$ cat src/rtl/master_spi_pkg.sv
// Shared definitions for the SPI master: AVR-slave register numbers and FSM encodings.
package master_spi_pkg;

  localparam logic [7:0] REG_KBD    = 8'h10;
  localparam logic [7:0] REG_KBDSTB = 8'h11;
  localparam logic [7:0] REG_MUSX   = 8'h20;
  localparam logic [7:0] REG_MUSY   = 8'h21;
  localparam logic [7:0] REG_MUSBTN = 8'h22;
  localparam logic [7:0] REG_KJ     = 8'h23;
  localparam logic [7:0] REG_RST    = 8'h30;
  localparam logic [7:0] REG_WAIT   = 8'h40;
  localparam logic [7:0] REG_GLUADR = 8'h41;
  localparam logic [7:0] REG_COMADR = 8'h42;
  localparam logic [7:0] REG_CFG0   = 8'h50;
  localparam logic [7:0] REG_CFG1   = 8'h51;
  localparam logic [7:0] REG_SDDATA = 8'h60;
  localparam logic [7:0] REG_SDCTRL = 8'h61;

  typedef enum logic [2:0] {
    S_IDLE = 3'd0,
    S_PRE  = 3'd1,
    S_ADDR = 3'd2,
    S_CSLO = 3'd3,
    S_DATA = 3'd4,
    S_CSHI = 3'd5,
    S_DONE = 3'd6
  } state_e;

endpackage

$ cat src/rtl/master_spi_bitclk.sv
// Bit-cell timer: HALF cycles spick low then HALF cycles high, with setup,
// sample and end-of-bit strobes. HALF must be at least 4 for the slave's resync.
module master_spi_bitclk #(
  parameter int unsigned HALF = 8
) (
  input  logic fclk,
  input  logic rst_n,
  input  logic i_run,
  output logic o_sck,
  output logic o_setup,
  output logic o_sample,
  output logic o_bit_end
);

  localparam int unsigned CNT_W = $clog2(2 * HALF);

  logic [CNT_W-1:0] r_cnt;
  logic             r_sck;

  assign o_setup   = i_run && (r_cnt == '0);
  assign o_sample  = i_run && (r_cnt == CNT_W'(HALF - 1));
  assign o_bit_end = i_run && (r_cnt == CNT_W'(2 * HALF - 1));
  assign o_sck     = r_sck;

  // spick is a flop so it rises on the first high-phase cycle without decode glitches.
  always_ff @(posedge fclk or negedge rst_n) begin
    if (!rst_n) begin
      r_cnt <= '0;
      r_sck <= 1'b0;
    end else if (!i_run) begin
      r_cnt <= '0;
      r_sck <= 1'b0;
    end else begin
      r_cnt <= o_bit_end ? '0 : r_cnt + 1'b1;
      if (o_sample)
        r_sck <= 1'b1;
      else if (o_bit_end)
        r_sck <= 1'b0;
    end
  end

endmodule

$ cat src/rtl/master_spi.sv
// SPI master for the AVR-slave register protocol (address with CS_n high, payload with CS_n low).
// Optional address-phase status capture is built when MASTER_SPI_STATUS_EN is defined.
module master_spi
  import master_spi_pkg::*;
#(
  parameter int unsigned HALF   = 8,
  parameter int unsigned CS_GAP = 8
) (
  input  logic       fclk,
  input  logic       rst_n,
  output logic       spics_n,
  output logic       spick,
  output logic       spido,
  input  logic       spidi,
  input  logic       cmd_start,
  input  logic [7:0] cmd_reg,
  input  logic [5:0] cmd_len,
  input  logic [7:0] wr_data,
  output logic       wr_next,
  output logic [7:0] rd_data,
  output logic       rd_stb,
  output logic [7:0] status_out,
  output logic       busy,
  output logic       done
);

  localparam int unsigned GAP_W = $clog2(CS_GAP + 1);

  state_e           r_state, w_state_nxt;
  logic [GAP_W-1:0] r_gap;
  logic [2:0]       r_bit;
  logic [5:0]       r_byte;
  logic [7:0]       r_tx, r_rx, r_rd_data;
  logic             r_spido, r_spics_n, r_busy, r_done, r_rd_stb;
  logic             r_spidi_s1, r_spidi_s2;
  logic             w_run, w_setup, w_sample, w_bit_end, w_sck;
  logic             w_gap_end, w_last_bit;
  logic [7:0]       w_tx_src;

  assign w_run      = (r_state == S_ADDR) || (r_state == S_DATA);
  assign w_gap_end  = (r_gap == GAP_W'(CS_GAP - 1));
  assign w_last_bit = (r_bit == 3'd7);
  assign w_tx_src   = (r_state == S_DATA && r_bit == 3'd0) ? wr_data : r_tx;

  master_spi_bitclk #(.HALF(HALF)) u_bitclk (
    .fclk      (fclk),
    .rst_n     (rst_n),
    .i_run     (w_run),
    .o_sck     (w_sck),
    .o_setup   (w_setup),
    .o_sample  (w_sample),
    .o_bit_end (w_bit_end)
  );

  // NOTE: every variable written here gets a default first, so no path leaves it holding a value (no latch).
  always_comb begin
    w_state_nxt = r_state;
    unique case (r_state)
      S_IDLE: if (cmd_start) w_state_nxt = S_PRE;
      S_PRE:  if (w_gap_end) w_state_nxt = S_ADDR;
      S_ADDR: if (w_bit_end && w_last_bit) w_state_nxt = S_CSLO;
      S_CSLO: if (w_gap_end) w_state_nxt = (r_byte == 6'd0) ? S_CSHI : S_DATA;
      S_DATA: if (w_bit_end && w_last_bit && r_byte == 6'd1) w_state_nxt = S_CSHI;
      S_CSHI: if (w_gap_end) w_state_nxt = S_DONE;
      S_DONE: w_state_nxt = S_IDLE;
      default: w_state_nxt = S_IDLE;
    endcase
  end

  // NOTE: sequential state uses non-blocking assignments so every flop samples pre-edge values.
  always_ff @(posedge fclk or negedge rst_n) begin
    if (!rst_n) begin
      r_state    <= S_IDLE;
      r_gap      <= '0;
      r_bit      <= 3'd0;
      r_byte     <= 6'd0;
      r_tx       <= 8'h00;
      r_rx       <= 8'h00;
      r_rd_data  <= 8'h00;
      r_spido    <= 1'b0;
      r_spics_n  <= 1'b1;
      r_busy     <= 1'b0;
      r_done     <= 1'b0;
      r_rd_stb   <= 1'b0;
      r_spidi_s1 <= 1'b0;
      r_spidi_s2 <= 1'b0;
    end else begin
      r_state    <= w_state_nxt;
      r_spics_n  <= !(w_state_nxt inside {S_CSLO, S_DATA});
      r_busy     <= (w_state_nxt != S_IDLE);
      r_done     <= (w_state_nxt == S_DONE);
      r_spidi_s1 <= spidi;
      r_spidi_s2 <= r_spidi_s1;

      if (w_state_nxt != r_state)
        r_gap <= '0;
      else if (r_state inside {S_PRE, S_CSLO, S_CSHI})
        r_gap <= r_gap + 1'b1;

      if (r_state == S_IDLE && cmd_start) begin
        r_tx   <= cmd_reg;
        r_byte <= cmd_len;
        r_bit  <= 3'd0;
      end

      // Launch the next bit at the start of the low phase; payload bytes load straight from wr_data.
      if (w_setup) begin
        r_spido <= w_tx_src[0];
        r_tx    <= {1'b0, w_tx_src[7:1]};
      end else if (r_state == S_DONE) begin
        r_spido <= 1'b0;
      end

      if (w_sample && r_state == S_DATA)
        r_rx <= {r_spidi_s2, r_rx[7:1]};

      r_rd_stb <= w_sample && (r_state == S_DATA) && w_last_bit;
      if (w_sample && r_state == S_DATA && w_last_bit)
        r_rd_data <= {r_spidi_s2, r_rx[7:1]};

      if (w_bit_end) begin
        r_bit <= r_bit + 1'b1;
        if (r_state == S_DATA && w_last_bit)
          r_byte <= r_byte - 1'b1;
      end
    end
  end

`ifdef MASTER_SPI_STATUS_EN
  logic [7:0] r_stat_sh, r_status;

  always_ff @(posedge fclk or negedge rst_n) begin
    if (!rst_n) begin
      r_stat_sh <= 8'h00;
      r_status  <= 8'h00;
    end else begin
      if (w_sample && r_state == S_ADDR)
        r_stat_sh <= {r_spidi_s2, r_stat_sh[7:1]};
      if (w_bit_end && w_last_bit && r_state == S_ADDR)
        r_status <= r_stat_sh;
    end
  end

  assign status_out = r_status;
`else
  assign status_out = 8'h00;
`endif

  assign spics_n = r_spics_n;
  assign spick   = w_sck;
  assign spido   = r_spido;
  assign wr_next = (r_state == S_DATA) && w_setup && (r_bit == 3'd0);
  assign rd_data = r_rd_data;
  assign rd_stb  = r_rd_stb;
  assign busy    = r_busy;
  assign done    = r_done;

endmodule

$ cat config.mk
export PLATFORM = sky130hd
export DESIGN_NAME = master_spi
export DESIGN_NICKNAME = d
export VERILOG_FILES = /design/src/rtl/master_spi_pkg.sv /design/src/rtl/master_spi_bitclk.sv /design/src/rtl/master_spi.sv
export SDC_FILE = /design/constraint.sdc
export NUM_CORES = 1
export LEC_CHECK = 0
export CAP_MARGIN = 5
export CORE_ASPECT_RATIO = 1.4
export CORE_MARGIN = 8
export CORE_UTILIZATION = 52
export CTS_BUF_LIST = sky130_fd_sc_hd__clkbuf_8
export DETAILED_ROUTE_END_ITERATION = 10
export PLACE_DENSITY = 0.87
export SKIP_LAST_GASP = 1
export SYNTH_ARGS = -nofsm -noshare
export SYNTH_HDL_FRONTEND = slang
export SYNTH_HIERARCHICAL = 1
export SYNTH_SLANG_ARGS = --single-unit
$ cat constraint.sdc
create_clock -name fclk -period 5.05 [get_ports fclk]
set_input_delay 0.7575 -clock fclk [delete_from_list [all_inputs] [get_ports fclk]]
set_output_delay 0.7575 -clock fclk [all_outputs]
set_load 0.005 [all_outputs]
==> results_dict.tcl, run 1 <==
set metrics [dict create \
    rows 30 \
    dp_slack_ns 1.99 \
    worstSetupStartpointType "register" \
    p_comb_frac 0.048 \
    cts_root_buf "clkbuf_8" \
    synth_warnings 6 \
    hold_viol 0 \
    port_buffers 40 \
    multiInputGateArea_um2 1200 \
    syn_inst 248 \
    viasPerCell 5.48 \
    synth_top_family_by_area "simple AND/OR/NAND/NOR gates" \
    fillers 375 \
    register_area_um2 1280 \
    required_ns 4.29 \
    switching_share 0.204 \
    cts_tree "built" \
    gp_congestion 0.823 \
    seq_power_share 0.569 \
    synth_ff_type "dfrtp_1" \
    maxCapViolCount 0 \
    crit_fanout 18 \
    grt_usage 0.138 \
    cts_buffer_depth 2 \
    synth_edf_count 0 \
    cts-htree-levels 2 \
    ant_nets 0 \
    setup_violations 0 \
    final_max_slew_viol_count 0 \
    synth_xor_area_frac 0.0134 \
    drt_first_pass_iters 5 \
    synthSimpleGateAreaFrac 0.179 \
    hold_buffers 0 \
    nNetsFinal 319 \
    synth_seq_cells 51 \
    r2r_slack_ns 2.27 \
    grt_max_degree 52 \
    synth_area_um2 2620 \
    status "finished clean" \
    wl_mm 4.97 \
    drive_gt1_frac 0.133 \
    num_vias 1913 \
    cts.sinks 51 \
    final_cell_mix "50 x dfrtp_1, 39 x clkdlybuf4s50_1, 29 x nand2_1" \
    period_share 0.671 \
    fin_ws_ns 1.66 \
    clk_pin_slew_worst_paths_ns 0.09 \
    min-delay-path-class "reg2reg" \
    dieArea_um2 7590 \
    overflow 0 \
    timing.hold.ws_ns 0.363 \
    place_inst 341 \
    insertion_delay_ns 0.30 \
    drt_iter0_markers 86 \
    num_antenna_cells 0 \
    die_y_um 99.9 \
    antenna_found_initial 0 \
    synth_cell_type_count 51 \
    max_freq_mhz 295 \
    die_w_um 75.9 \
    initial_utilization 0.540 \
    routedWlPerCell_um 14.3 \
    slew_headroom 0.271 \
    layout_min_cycle_time_ns 3.39 \
    grt_pass1_vias 1987 \
    power_switching_uw 148 \
    ys_async_sr_fraction 1.00 \
    cts_resized 0 \
    synthMuxAreaShare 0.0847 \
    grt_pass1_wl_mm 8.83 \
    power.density_nw_per_um2 233 \
    synth_fa_ha_area_frac 0.0431 \
    post_cts_buffers 0 \
    rsz0062_at_grt "false" \
    ir_worst_vdd_mv 0.143 \
    p_int_uw 580 \
    arrival_ns 2.63 \
    num_io_pins 49 \
    core_um2 4840 \
    synth-compound-area-share 0.125 \
    cts-buffers-inserted 5 \
    clock_skew_ns 0.00296 \
    synth.avg_cell_area_um2 10.5 \
    layout_commonest_cell "dfrtp_1" \
    power_leakage_nw 1.45 \
    clockPowerShare 0.383 \
    yosysSeqAreaShare 0.489 \
    crit_type "reg2out" \
    drc_errors 0 \
    fin_cells 349 \
    syn_to_final_growth_pct 19.4 \
    place_hpwl_mm 3.67 \
    worst_pin_slew_ns 1.09 \
    fin_setup_tns_ns 0 \
    end_kind "output port" \
]
-- stage by stage --
stage	util	power, mW	cell area (um2)
2_1_floorplan	-	0.433	2640
3_3_place_gp	0.622	0.457	3010
3_5_place_dp	0.622	0.458	3010
4_1_cts	0.645	0.736	3120
5_1_grt	0.645	0.757	3120
6_report	0.645	0.728	3120
-- area by class of cell --
type / instances / area share
clock buffers: 5 / 0.0220
clock inverters: 3 / 0.0140
inverters: 13 / 0.0156
multi-input cells: 172 / 0.385
flip-flops and latches: 51 / 0.409
well taps: 64 / 0.0256
repair buffers: 41 / 0.129
-- critical path: stages, from the launching register on --
cell and delay, ns:
dfrtp_1 0.52, nor2b_1 0.26, inv_1 0.08, a21oi_1 0.21, inv_1 0.14, nor4b_2 0.22
buf_4 0.25, and2_1 0.15, clkdlybuf4s50_1 0.50
-- power by group through the flow --
stage               sequential, mW  clock, mW  combinational, mW
CTS                          0.414      0.286             0.0354
detailed placement           0.422          0             0.0352
global route                 0.415      0.303             0.0390
floorplan                    0.422          0             0.0110
global placement             0.422          0             0.0346
finish                       0.414      0.279             0.0346
-- Yosys cell counts (2+ instances only) --
cell	count	area [um2]
and2_0	3	18.8
a31oi_1	8	50.1
xnor2_1	2	17.5
clkbuf_1	3	11.3
and2_1	7	43.8
buf_4	9	67.6
nand3_1	5	25.0
ha_1	9	113
a211oi_1	8	60.1
a22oi_1	2	15.0
or2_2	2	12.5
nor3_1	3	15.0
nor2_1	16	60.1
and3_1	4	25.0
mux2_4	8	120
buf_2	5	25.0
xor2_1	2	17.5
dfrtp_1	50	1250
a21oi_1	13	65.1
mux2_2	9	101
nand2_1	29	109
o221a_2	2	22.5
inv_1	13	48.8
o21ai_0	8	40.0
nand4_1	2	12.5
-- final timing paths --
path,start,endpoint,depth (start not counted)
setup / recovery,r_state[1]$_DFF_PN0_,wr_next,8
max in group asynchronous,rst_n,r_spidi_s2$_DFF_PN0_,1
hold reg to reg,r_spidi_s1$_DFF_PN0_,r_spidi_s2$_DFF_PN0_,0
min in group asynchronous,rst_n,rd_data[0]$_DFFE_PN0P_,1
hold / removal,r_spidi_s1$_DFF_PN0_,r_spidi_s2$_DFF_PN0_,0
setup reg to reg,r_state[1]$_DFF_PN0_,r_gap[2]$_DFFE_PN0P_,10
-- per-layer routing --
layer  GRT usage  part of all wire  wire, um
met3      0.0438             0.058       287
met4      0.0455             0.011        57
met5           0                 0         0
met2       0.239              0.50      2480
met1       0.157              0.43      2150
-- kinds of logic (layout without fill, tap and decap cells) --
kind of cell    Yosys count  count (layout)
simple gates             86              86
flops                    51              51
xor+xnor                  4               4
buf+inv                  32              62
other cells               1               8
mux                      17              17
compound gates           48              48
fa+ha+maj                 9               9
-- registers in the layout (all words and copies together) (netlist names) --
register and cells:
done 1, rd_data 8, u_bitclk/o_sck 1, spics_n 1, busy 1, u_bitclk/r_cnt 4
r_rx 7, r_state 3, r_byte 6, r_gap 4, r_spidi_s2 1, rd_stb 1
r_bit 3, spido 1, r_tx 8, r_spidi_s1 1
Note: power is estimated with default switching activity, not from simulation.
==> inputs of run 2 (changes only) <==
--- a/config.mk
+++ b/config.mk
@@ -8,10 +8,10 @@
 export CAP_MARGIN = 5
 export CORE_ASPECT_RATIO = 1.4
 export CORE_MARGIN = 8
-export CORE_UTILIZATION = 52
+export CORE_UTILIZATION = 49
 export CTS_BUF_LIST = sky130_fd_sc_hd__clkbuf_8
 export DETAILED_ROUTE_END_ITERATION = 10
-export PLACE_DENSITY = 0.87
+export PLACE_DENSITY = 0.86
 export SKIP_LAST_GASP = 1
 export SYNTH_ARGS = -nofsm -noshare
 export SYNTH_HDL_FRONTEND = slang
==> constraint.sdc (replaced) <==
create_clock -name fclk -period 2.8 [get_ports fclk]
set_input_delay 0.42 -clock fclk [delete_from_list [all_inputs] [get_ports fclk]]
set_output_delay 0.42 -clock fclk [all_outputs]
set_load 0.005 [all_outputs]
==> run 2 against run 1 <==
Combinational power is 88% higher. Non-clock buffer count increased by 6. Core utilization is 2.6 points lower. Critical path type unchanged. Die area rose by 5.0%. First-iteration DRC count down 64%. Via count increased by 1.2%. Critical path depth is 2 lower. Count of clock-buffer cells in the layout unchanged. Sequential power grew 81%.
==> results_dict.tcl, run 2 (same netlist as run 1, synthesis figures left out) <==
set metrics [dict create \
    status "finished clean" \
    arrival_ns 2.25 \
    seq_power_share 0.564 \
    p_comb_frac 0.049 \
    syn_to_final_growth_pct 22.1 \
    routedWlPerCell_um 15.0 \
    layout_min_cycle_time_ns 2.67 \
    switching_share 0.209 \
    slew_headroom 0.609 \
    wl_mm 5.35 \
    startpoint "r_state[1]$_DFF_PN0_" \
    required_ns 2.38 \
    r2r_slack_ns 0.40 \
    dieArea_um2 7960 \
    max_freq_mhz 374 \
    power_leakage_nw 1.47 \
    worstSetupStartpointType "register" \
    p_int_mw 1.05 \
    grt_max_degree 26 \
    final_max_slew_viol_count 0 \
    maxCapViolCount 0 \
    end_kind "output port" \
    antenna_found_initial 0 \
    drt_first_pass_iters 4 \
    overflow 0 \
    nNetsFinal 325 \
    hold_viol 0 \
    gp_congestion 0.855 \
    drive_gt1_frac 0.165 \
    cts_root_buf "clkbuf_8" \
    grt_usage 0.138 \
    insertion_delay_ns 0.30 \
    clk_pin_slew_worst_paths_ns 0.09 \
    ir_worst_vdd_mv 0.240 \
    layout_commonest_cell "dfrtp_1" \
    setup_violations 0 \
    grt_pass1_vias 2023 \
    crit_fanout 6 \
    core_um2 5160 \
    drc_errors 0 \
    place_inst 347 \
    r2r_start "r_state[1]$_DFF_PN0_" \
    dp_slack_ns 0.266 \
    power.density_nw_per_um2 415 \
    reg2reg_to "r_byte[2]$_DFF_PN0_" \
    die_w_um 77.7 \
    port_buffers 40 \
    place_hpwl_mm 4.05 \
    num_antenna_cells 0 \
    rows 31 \
    cts_tree "built" \
    cts_buffer_depth 2 \
    fin_cells 357 \
    clockPowerShare 0.386 \
    final_cell_mix "48 x dfrtp_1, 39 x clkdlybuf4s50_1, 29 x nand2_1" \
    fin_ws_ns 0.125 \
    power_switching_uw 277 \
    ant_nets 0 \
    crit_type "reg2out" \
    cts-htree-levels 2 \
    clock_skew_ns 0.00432 \
    cts-buffers-inserted 5 \
    rsz0062_at_grt "false" \
    drt_iter0_markers 31 \
    fin_setup_tns_ns 0 \
    grt_pass1_wl_mm 9.04 \
    initial_utilization 0.507 \
    min-delay-path-class "in2async" \
    setup.worst_path.end "wr_next" \
    r2r_cells 9 \
    num_io_pins 49 \
    viasPerCell 5.42 \
    worst_pin_slew_ns 0.585 \
    period_share 0.955 \
    cts.sinks 51 \
    die_y_um 102 \
    num_vias 1935 \
]
run 2: changes by cell type in the layout (fill, tap and decap cells not counted):
cell / delta
nor4b_2: -1
nor2b_1: -1
a21oi_1: -1
nor4b_4: +1
dfrtp_2: +2
nor2b_4: +1
dfrtp_1: -2
buf_4: +6
a21oi_2: +1
run 2: worst min path at each step:
stage	startpoint	end	slack, ns	depth (start not counted)
after CTS	rst_n	rd_data[2]$_DFFE_PN0P_	0.10	1
after global routing	rst_n	rd_data[2]$_DFFE_PN0P_	0.13	1
after floorplan	rst_n	busy$_DFF_PN0_	0.12	0
after global placement	r_spidi_s1$_DFF_PN0_	r_spidi_s2$_DFF_PN0_	0.34	0
after detailed placement	r_spidi_s1$_DFF_PN0_	r_spidi_s2$_DFF_PN0_	0.34	0
final	rst_n	u_bitclk/r_cnt[0]$_DFF_PN0_	0.09	1
run 2: area by class of cell:
class,instances,area (um2)
clock buffers,5,68.8
clock inverters,3,43.8
fillers,403,1970
inverters,13,48.8
multi-input cells,172,1220
flip-flops and latches,51,1280
well taps,66,82.6
repair buffers,47,448
run 2: what timing repair did:
action | in CTS | in global routing
resized for setup | 3 | 3
endpoints found under the hold margin | 0 | 0
cloned | 0 | 0
setup endpoints to repair | 1 | 1
buffers inserted | 0 | 2
pin swaps | 0 | 0
hold buffers | 0 | 0
run 2: power groups by stage:
stage	clock network, mW	registers (mW)	logic, mW
after floorplan	0	0.761	0.0199
after global placement	0	0.762	0.0647
after detailed placement	0	0.762	0.0662
after CTS	0.523	0.747	0.0662
after global routing	0.551	0.748	0.0734
final	0.512	0.748	0.0651
run 2: metal layers:
metal	track usage	wire length, um
met1	0.151	2220
met2	0.247	2810
met3	0.0423	256
met4	0.0466	69
met5	0	0
run 2: metrics by stage:
| step | cell area [um2] | hold slack [ns] | power (mW) | utilization |
|---|---|---|---|---|
| 2_1_floorplan | 2640 | 0.124 | 0.781 | - |
| 3_3_place_gp | 3040 | 0.336 | 0.826 | 0.590 |
| 3_5_place_dp | 3040 | 0.344 | 0.828 | 0.590 |
| 4_1_cts | 3160 | 0.104 | 1.34 | 0.613 |
| 5_1_grt | 3190 | 0.128 | 1.37 | 0.619 |
| 6_report | 3190 | 0.0886 | 1.32 | 0.619 |
run 2: critical path: stages, from the launching register on:
cell	delay, ns
dfrtp_2	0.44
or2b_1	0.28
a21oi_2	0.17
inv_1	0.14
nor4b_4	0.24
and2_1	0.18
clkdlybuf4s50_1	0.51
